[src/rtl/lcm_if.sv]
// -----------------------------------------------------------------------------
// lcm_if : request/result bundle between a producer (gcd stage or bench) and
//          the lcm stage.
//
//   a, b        operand pair, same values fed to the upstream gcd
//   g           gcd(a, b) as produced upstream
//   g_valid     start request; a, b, g valid this cycle
//   ready       lcm stage is idle and will accept a request
//   done        one-cycle completion pulse
//   return_val  low WIDTH bits of the lcm, held until the next completion
//   overflow    true product did not fit in WIDTH bits
//   div_err     g was zero at acceptance
//
// master drives the request side, slave (the lcm stage) drives the results.
// -----------------------------------------------------------------------------
interface lcm_if #(
    parameter int WIDTH = 32
) ();
    logic [WIDTH-1:0] a;
    logic [WIDTH-1:0] b;
    logic [WIDTH-1:0] g;
    logic             g_valid;
    logic             ready;
    logic             done;
    logic [WIDTH-1:0] return_val;
    logic             overflow;
    logic             div_err;

    modport master (
        output a, b, g, g_valid,
        input  ready, done, return_val, overflow, div_err
    );

    modport slave (
        input  a, b, g, g_valid,
        output ready, done, return_val, overflow, div_err
    );
endinterface

[src/rtl/lcm.sv]
// -----------------------------------------------------------------------------
// lcm : sequential least-common-multiple stage, lcm = (a / g) * b.
//
// Ports
//   sys_clk     rising-edge clock
//   sys_rst_n   asynchronous active-low reset
//   bus         lcm_if.slave: a, b, g, g_valid in; ready, done, return_val,
//               overflow, div_err out
//
// Flow: IDLE -> DIV (WIDTH cycles, restoring divide a/g, MSB first)
//            -> MUL (WIDTH cycles, shift-add q*b, LSB first) -> DONE -> IDLE.
// A zero g skips straight from IDLE to DONE with div_err set.
// All outputs are registered. Result fields and the done pulse are loaded on
// the edge that enters DONE, so they become visible together.
// WIDTH must be at least 2.
// -----------------------------------------------------------------------------
module lcm #(
    parameter int WIDTH = 32
) (
    input  logic   sys_clk,
    input  logic   sys_rst_n,
    lcm_if.slave   bus
);
    localparam int CW = $clog2(WIDTH);

    typedef enum logic [3:0] {
        S_IDLE = 4'b0001,
        S_DIV  = 4'b0010,
        S_MUL  = 4'b0100,
        S_DONE = 4'b1000
    } state_t;

    state_t               state_reg;
    logic [WIDTH-1:0]     a_reg;       // dividend, shifts into quotient in DIV
    logic [WIDTH-1:0]     b_reg;
    logic [WIDTH-1:0]     g_reg;
    logic [WIDTH:0]       rem_reg;
    logic [WIDTH-1:0]     mplier_reg;  // quotient, consumed LSB first
    logic [2*WIDTH-1:0]   mcand_reg;   // b, shifted left once per MUL cycle
    logic [2*WIDTH-1:0]   prod_reg;
    logic [CW-1:0]        cnt_reg;

    logic                 ready_reg;
    logic                 done_reg;
    logic [WIDTH-1:0]     ret_reg;
    logic                 ovf_reg;
    logic                 derr_reg;

    // Divider step. The extra top bit of rem_wide/rem_sub acts as the borrow:
    // a clear sign bit after subtracting g means the quotient bit is 1.
    logic [WIDTH+1:0]     rem_wide;
    logic [WIDTH+1:0]     rem_sub;
    logic                 q_bit;
    logic [WIDTH:0]       rem_next;
    logic [WIDTH-1:0]     quot_next;

    // Multiplier step
    logic [2*WIDTH-1:0]   mcand_gated;
    logic [2*WIDTH-1:0]   prod_next;
    logic                 last_cycle;

    always_comb begin
        rem_wide  = {rem_reg, a_reg[WIDTH-1]};
        rem_sub   = rem_wide - {2'b00, g_reg};
        q_bit     = ~rem_sub[WIDTH+1];
        rem_next  = q_bit ? rem_sub[WIDTH:0] : rem_wide[WIDTH:0];
        quot_next = {a_reg[WIDTH-2:0], q_bit};
    end

    // Partial product: multiplicand masked by the current multiplier bit.
    genvar gi;
    generate
        for (gi = 0; gi < 2*WIDTH; gi++) begin : g_pp
            assign mcand_gated[gi] = mcand_reg[gi] & mplier_reg[0];
        end
    endgenerate

    assign prod_next  = prod_reg + mcand_gated;
    assign last_cycle = (cnt_reg == CW'(WIDTH-1));

    always_ff @(posedge sys_clk or negedge sys_rst_n) begin
        if (!sys_rst_n) begin
            state_reg  <= S_IDLE;
            a_reg      <= '0;
            b_reg      <= '0;
            g_reg      <= '0;
            rem_reg    <= '0;
            mplier_reg <= '0;
            mcand_reg  <= '0;
            prod_reg   <= '0;
            cnt_reg    <= '0;
            ready_reg  <= 1'b1;
            done_reg   <= 1'b0;
            ret_reg    <= '0;
            ovf_reg    <= 1'b0;
            derr_reg   <= 1'b0;
        end else begin
            done_reg <= 1'b0;
            case (state_reg)
                S_IDLE: begin
                    if (bus.g_valid) begin
                        a_reg      <= bus.a;
                        b_reg      <= bus.b;
                        g_reg      <= bus.g;
                        rem_reg    <= '0;
                        mplier_reg <= '0;
                        mcand_reg  <= '0;
                        prod_reg   <= '0;
                        cnt_reg    <= '0;
                        ready_reg  <= 1'b0;
                        if (bus.g == '0) begin
                            state_reg <= S_DONE;
                            done_reg  <= 1'b1;
                            ret_reg   <= '0;
                            ovf_reg   <= 1'b0;
                            derr_reg  <= 1'b1;
                        end else begin
                            state_reg <= S_DIV;
                        end
                    end
                end
                S_DIV: begin
                    a_reg   <= quot_next;
                    rem_reg <= rem_next;
                    cnt_reg <= last_cycle ? '0 : cnt_reg + 1'b1;
                    if (last_cycle) begin
                        // Remainder is dropped; it is zero when g is a true gcd.
                        mplier_reg <= quot_next;
                        mcand_reg  <= {{WIDTH{1'b0}}, b_reg};
                        state_reg  <= S_MUL;
                    end
                end
                S_MUL: begin
                    prod_reg   <= prod_next;
                    mplier_reg <= {1'b0, mplier_reg[WIDTH-1:1]};
                    mcand_reg  <= {mcand_reg[2*WIDTH-2:0], 1'b0};
                    cnt_reg    <= last_cycle ? '0 : cnt_reg + 1'b1;
                    if (last_cycle) begin
                        state_reg <= S_DONE;
                        done_reg  <= 1'b1;
                        ret_reg   <= prod_next[WIDTH-1:0];
                        ovf_reg   <= |prod_next[2*WIDTH-1:WIDTH];
                        derr_reg  <= 1'b0;
                    end
                end
                S_DONE: begin
                    state_reg <= S_IDLE;
                    ready_reg <= 1'b1;
                end
                default: begin
                    state_reg <= S_IDLE;
                    ready_reg <= 1'b1;
                end
            endcase
        end
    end

    assign bus.ready      = ready_reg;
    assign bus.done       = done_reg;
    assign bus.return_val = ret_reg;
    assign bus.overflow   = ovf_reg;
    assign bus.div_err    = derr_reg;
endmodule

[src/flat_wrapper.sv]
// flat-port wrapper written by rule: the top's interface ports become plain ports
module lcm_flat 
#(
    parameter int WIDTH = 32
)
  (sys_clk, sys_rst_n, bus_a, bus_b, bus_g, bus_g_valid, bus_ready, bus_done, bus_return_val, bus_overflow, bus_div_err);
  lcm_if #(.WIDTH(WIDTH)) bus_i ();
  input  logic sys_clk;
  input  logic sys_rst_n;
  input wire logic [$bits(bus_i.a)-1:0] bus_a;
  input wire logic [$bits(bus_i.b)-1:0] bus_b;
  input wire logic [$bits(bus_i.g)-1:0] bus_g;
  input wire logic [$bits(bus_i.g_valid)-1:0] bus_g_valid;
  output wire logic [$bits(bus_i.ready)-1:0] bus_ready;
  output wire logic [$bits(bus_i.done)-1:0] bus_done;
  output wire logic [$bits(bus_i.return_val)-1:0] bus_return_val;
  output wire logic [$bits(bus_i.overflow)-1:0] bus_overflow;
  output wire logic [$bits(bus_i.div_err)-1:0] bus_div_err;
  assign bus_i.a = bus_a;
  assign bus_i.b = bus_b;
  assign bus_i.g = bus_g;
  assign bus_i.g_valid = bus_g_valid;
  assign bus_ready = bus_i.ready;
  assign bus_done = bus_i.done;
  assign bus_return_val = bus_i.return_val;
  assign bus_overflow = bus_i.overflow;
  assign bus_div_err = bus_i.div_err;
  lcm #(.WIDTH(WIDTH)) u_core (.sys_clk(sys_clk), .sys_rst_n(sys_rst_n), .bus(bus_i));
endmodule
[config.mk]
export PLATFORM = sky130hd
export DESIGN_NAME = lcm_flat
export DESIGN_NICKNAME = d
export VERILOG_FILES = /design/src/rtl/lcm_if.sv /design/src/rtl/lcm.sv /design/src/flat_wrapper.sv
export SDC_FILE = /design/constraint.sdc
export NUM_CORES = 1
export LEC_CHECK = 0
export CAP_MARGIN = 15
export CORE_AREA = 2 2 203 205
export CTS_CLUSTER_DIAMETER = 30
export DETAILED_ROUTE_END_ITERATION = 10
export DIE_AREA = 0 0 205 207
export PLACE_DENSITY = 0.78
export SETUP_SLACK_MARGIN = 0.2
export SLEW_MARGIN = 10
export SYNTH_ARGS = -nofsm -noshare
export SYNTH_HDL_FRONTEND = slang
export SYNTH_SLANG_ARGS = --single-unit
[constraint.sdc]
create_clock -name sys_clk -period 4.7 [get_ports sys_clk]
set_input_delay 0.94 -clock sys_clk [delete_from_list [all_inputs] [get_ports sys_clk]]
set_output_delay 0.94 -clock sys_clk [all_outputs]
set_load 0.005 [all_outputs]
Word level (Yosys, flattened, before mapping) --
Index checks and enable logic that the tools add are counted.
Word-level totals: input port bits 99, logic and storage cells 144, flip-flop bits (word level) 334, output and inout bits 36
Cells by class: equality and inequality tests 8, bitwise logic cells 66, multiplexer cells 38, reductions and logical operators 15, add/sub/neg operators 3
Operator list (count):
- 32-bit two-way mux | 6
- 64-bit case mux with 3 select lines | 1
- 64-bit two-way mux | 2
- 32-bit case mux with 2 select lines | 2
- 64-bit case mux with 2 select lines | 1
- 32-bit case mux with 3 select lines | 1
- 33-bit two-way mux | 2
- 33-bit case mux with 2 select lines | 1
- 64-bit adder | 1
- 1-bit bitwise AND | 64
- 34-bit by 32-bit subtractor with 34-bit output | 1
- 32-bit zero test | 1
- 32-bit OR reduction | 1
- 4-bit two-way mux | 4
- 4-bit case mux with 3 select lines | 1
- 1-bit two-way mux | 10
- 5-bit two-way mux | 2
- 5-bit case mux with 2 select lines | 1
- 2-bit AND reduction | 5
- 1-bit case mux with 2 select lines | 4
- 2-bit by 1-bit inequality test with 1-bit output, second input constant | 3
- 3-bit AND reduction | 2
- 2-bit nonzero test | 3
- 5-bit by 1-bit adder with 5-bit output, second input constant | 1
- other kinds (9) | 10

Depth between registers and ports, before layout --
word-level depth 5, depth in mapped cells 17, gate-level depth less buffers 15

Least setup slack after synthesis --
Ideal clock, no wire load.
path type register to register, start point register u_core.mplier_reg[0], end point register u_core.ovf_reg (netlist: u_core.bus.overflow), clock period less this slack 4.106 ns, buffers on the path 2, setup time 0.143 ns, data arrival time 3.964 ns, path slack 0.594 ns, required time 4.557 ns, cell stages (with the launch flop) 18, cell sequence dfrtp_1 clkbuf_1 clkbuf_1 and2_1 ha_1 inv_1 fa_1 nand2b_1 a211o_1 a311oi_2 o21ai_1 a211oi_1 or3_1 a21oi_1 xnor2_1 or4_1 nor4_1 a41oi_1
Between the ends: word-level cells in the longest chain between the ends 5, elaborated cells on any way between the ends 68, those cells by class add/sub: 1; mux: 2; bitwise: 64; reduce/logical: 1
Ends and longest elaborated chain:
- start: declaration | RTL line lcm.sv:38 | logic [WIDTH-1:0] mplier_reg;
- start signal: assignment | RTL line lcm.sv:128 | mplier_reg <= quot_next;
- start signal: assignment | RTL line lcm.sv:135 | mplier_reg <= {1'b0, mplier_reg[WIDTH-1:1]};
- 1-bit bitwise AND | RTL line lcm.sv:74 | assign mcand_gated[gi] = mcand_reg[gi] & mplier_reg[0];
- 64-bit adder * | RTL line lcm.sv:78 | assign prod_next = prod_reg + mcand_gated;
- 32-bit OR reduction * | RTL line lcm.sv:142 | ovf_reg <= |prod_next[2*WIDTH-1:WIDTH];
- 1-bit two-way mux * | RTL line lcm.sv:138 | if (last_cycle) begin
- 1-bit case mux with 2 select lines * | RTL line lcm.sv:99 | case (state_reg)
- end signal: assignment | RTL line lcm.sv:142
- end: declaration | RTL line lcm.sv:46 | logic ovf_reg;
Mark *: on every way between the ends. The rest lies on a longest branch, timed or not. The select of a mux whose other input is x is not followed. A chain may end at the register's enable or synchronous reset.

Final worst setup path --
Ends and elaborated chain as after synthesis.

==> summary.txt <==
Clock network
  – Clock tree buffer depth: 3
  – TritonCTS Buffers: 75
  – Root buf cell: clkbuf_16
  – # H-tree levels: 3
  – CTS Hold Bufs: 0
  – TritonCTS clock tree: yes
  – Clock sinks: 334
  – Worst-path clk slew: 0.05 ns
  – Clk Latency, worst-skew pair: 0.62 ns

Setup path
  – Crit start category: flip-flop
  – Critical Path End Type: flip-flop
  – Reg-to-reg endpoint: u_core.bus.overflow$_DFFE_PN0P_
  – Reg-to-reg setup timing slack: 0.45 ns
  – Worst Path Class, Setup: flip-flop to flip-flop
  – WP data required: 5.15 ns
  – Peak fanout along the critical path: 17
  – WP data arrival: 4.70 ns
  – FF-to-FF path depth: 14
  – RR Startpoint: u_core.mplier_reg[0]$_DFFE_PN0P_

GRT
  – First-pass GRT wire length: 93810 um
  – GRT overflow: 0
  – GRT Overall Usage: 0.2735
  – Initial antenna violation count: 0
  – Vias in the first global route: 17934
  – Largest net degree at the start of global routing: 108

Timing
  – Achievable Freq: 0.2352 GHz
  – Tcrit/Tclk final: 0.9046
  – Setup violators final: 0
  – Final min period: 4.252 ns
  – Post-route setup slack: 0.4482 ns
  – Skew final: 0.03269 ns
  – Hold Fails Final Rpt: 0
  – RSZ-0062 raised after global routing: no
  – Pins over their slew limit: 0
  – Worst slew pin tran: 1.126 ns
  – Max_slew headroom: 0.2460
  – Total negative slack: 0 ns

Yosys
  – Most frequent cell after synthesis: nand2_1
  – Top FF cell, synth: dfrtp_1
  – Seq cells post-synth: 334
  – Post-synthesis cell area: 0.01992 sq mm
  – Top cells by count, synth: nand2_1 (426), dfrtp_1 (332), nor2_1 (204)
  – Sequential area share after synthesis: 0.4198
  – Distinct cells, synth: 88
  – Post-Syn Nets: 2491
  – Mapped Cells: 2293
  – Post-synth EDFFs: 0
  – Synthesized area per cell: 8.685 sq um
  – Largest cells by area after synthesis: dfrtp_1 (42%), nand2_1 (8.0%), ha_1 (6.1%)
  – Async set-reset flop share out of synthesis: 1.000
  – Synth warnings: 0
  – Synth top area share: 0.4172
  – Post-synth top area cell: dfrtp_1

Floorplanning
  – Die area: 0.04244 sq mm
  – Die Wd: 205 um
  – Area of the core: 0.04037 sq mm
  – Die Y: 207 um
  – IO Pins: 135
  – Initial Util: 0.4933
  – Site row count: 74

Finish
  – Fraction of layout cells with a size suffix above 1: 0.09046
  – Register area: 0.008362 sq mm
  – Ant diodes: 0
  – Final Net Count: 2590
  – Post-route cell area: 0.02441 sq mm
  – # fillers: 3472
  – Multi-input combinational cell area: 0.01088 sq mm
  – Final Util: 0.6048
  – Area grow syn2layout: 22.59%

Detailed routing
  – Avg WL per Cell: 19.29 um
  – Drc violations: 0
  – 1st-pass router iterations: 6
  – DRT iter0 DRCs: 1515
  – Routed wire length: 57600 um
  – DRT antenna net count: 0
  – Vias/cell: 6.064
  – Routed via count: 18106

Pwr
  – PwrDens: 562.9 mW/mm^2
  – Worst vdd ir: 0.4189 mV
  – Final Power: 13740 uW
  – Leakage: 0.01156 uW

Run status
  – Status: finished, final reports clean

Place
  – Number of port buffers: 134
  – Placement Setup Slack: 0.2629 ns
  – DP Wirelength: 39950 um
  – Post-DP Area: 0.02166 sq mm
  – Placer Congestion: 0.9606

Run
  – MaxCap Viol Count: 0

Worst hold path
  – Worst hold path type: primary input to async pin
-- metal layers --
metal / part of all wire / global-route usage
met2: 0.46 / 0.4293
met3: 0.069 / 0.04987
met5: 0 / 0
met4: 0.028 / 0.09998
met1: 0.44 / 0.3782
-- through the flow --
stage | cells | hold slack, ns
floorplan | 2293 | 0.4387
global placement | 2847 | 0.4575
detailed placement | 2847 | 0.4585
CTS | 2986 | 0.4241
global route | 2986 | 0.4625
finish | 2986 | 0.3894
-- cells in the final DEF (no fill, tap or decap), types with 10 or more instances in the layout --
cell type / Yosys / layout
a211oi_1: 15 / 13
a21o_1: 54 / 54
a21oi_1: 110 / 108
a221oi_1: 65 / 65
a22o_1: 49 / 49
a22oi_1: 33 / 33
a31oi_1: 15 / 14
and2_1: 70 / 70
and3_1: 11 / 10
buf_4: 0 / 18
clkbuf_16: 0 / 76
clkdlybuf4s50_1: 0 / 133
clkinvlp_4: 0 / 12
dfrtp_1: 332 / 331
ha_1: 97 / 94
inv_1: 65 / 65
mux2i_1: 33 / 33
nand2_1: 426 / 426
nand2b_1: 12 / 12
nand3_1: 36 / 35
nand4_1: 37 / 37
nor2_1: 204 / 200
nor3_1: 35 / 32
nor4_1: 15 / 13
o211ai_1: 17 / 17
o21a_1: 16 / 16
o21ai_0: 165 / 165
o21ai_1: 11 / 10
o21bai_1: 15 / 15
or3_1: 14 / 14
xnor2_1: 44 / 44
xor2_1: 23 / 23
-- critical path, stage by stage (launching register included) --
cell,delay [ns]
dfrtp_2,0.49
buf_4,0.23
and2_1,0.16
ha_1,0.39
a21o_1,0.23
a211oi_1,0.28
o311ai_1,0.22
a2111o_1,0.51
and2_4,0.22
o311ai_4,0.24
o21ai_1,0.21
a2111oi_2,0.34
nand4b_1,0.18
nor4_2,0.29
a41oi_1,0.13
-- cell type report --
| type | count | share of cell area |
|---|---|---|
| multi-input combinational | 1759 | 0.4455 |
| sequential | 334 | 0.3425 |
| clock buffer | 87 | 0.08246 |
| timing repair buffer | 157 | 0.06478 |
| clock inverter | 52 | 0.02747 |
| tap | 532 | 0.02727 |
| inverter | 65 | 0.009994 |
-- how the worst max path moves through the flow --
stage,from,to,slack (ns),cells after the start
after floorplan,u_core.mplier_reg[0]$_DFFE_PN0P_,u_core.bus.overflow$_DFFE_PN0P_,0.59,17
after global placement,u_core.mplier_reg[0]$_DFFE_PN0P_,u_core.bus.overflow$_DFFE_PN0P_,0.30,15
after detailed placement,u_core.mplier_reg[0]$_DFFE_PN0P_,u_core.bus.overflow$_DFFE_PN0P_,0.26,15
after CTS,u_core.mplier_reg[0]$_DFFE_PN0P_,u_core.bus.overflow$_DFFE_PN0P_,0.23,15
after global routing,u_core.mplier_reg[0]$_DFFE_PN0P_,u_core.bus.overflow$_DFFE_PN0P_,0.21,14
final,u_core.mplier_reg[0]$_DFFE_PN0P_,u_core.bus.overflow$_DFFE_PN0P_,0.45,14
-- power breakdown --
part           switching, uW  internal [uW]
clock                   1820           3620
sequential               549           3650
combinational           2500           1590
total                   4870           8870
-- what timing repair did --
action / 4_1_cts / 5_1_grt
endpoints found under the setup margin: 0 / 1
buffers inserted: 0 / 0
gates resized for setup: 0 / 18
-- cell families (layout without fill, tap and decap cells) --
| group | after synthesis | after routing | share of synthesized area |
|---|---|---|---|
| AOI/OAI and AO/OA | 656 | 656 | 0.2267 |
| xor gates and xnor gates | 67 | 67 | 0.02947 |
| adders and majority gates | 99 | 99 | 0.06295 |
| buffers and inverters | 200 | 361 | 0.04090 |
| DFF | 334 | 334 | 0.4198 |
| muxes | 40 | 40 | 0.02054 |
| and+or+nand+nor | 897 | 897 | 0.1997 |
Power figures use the tool's default switching activity.
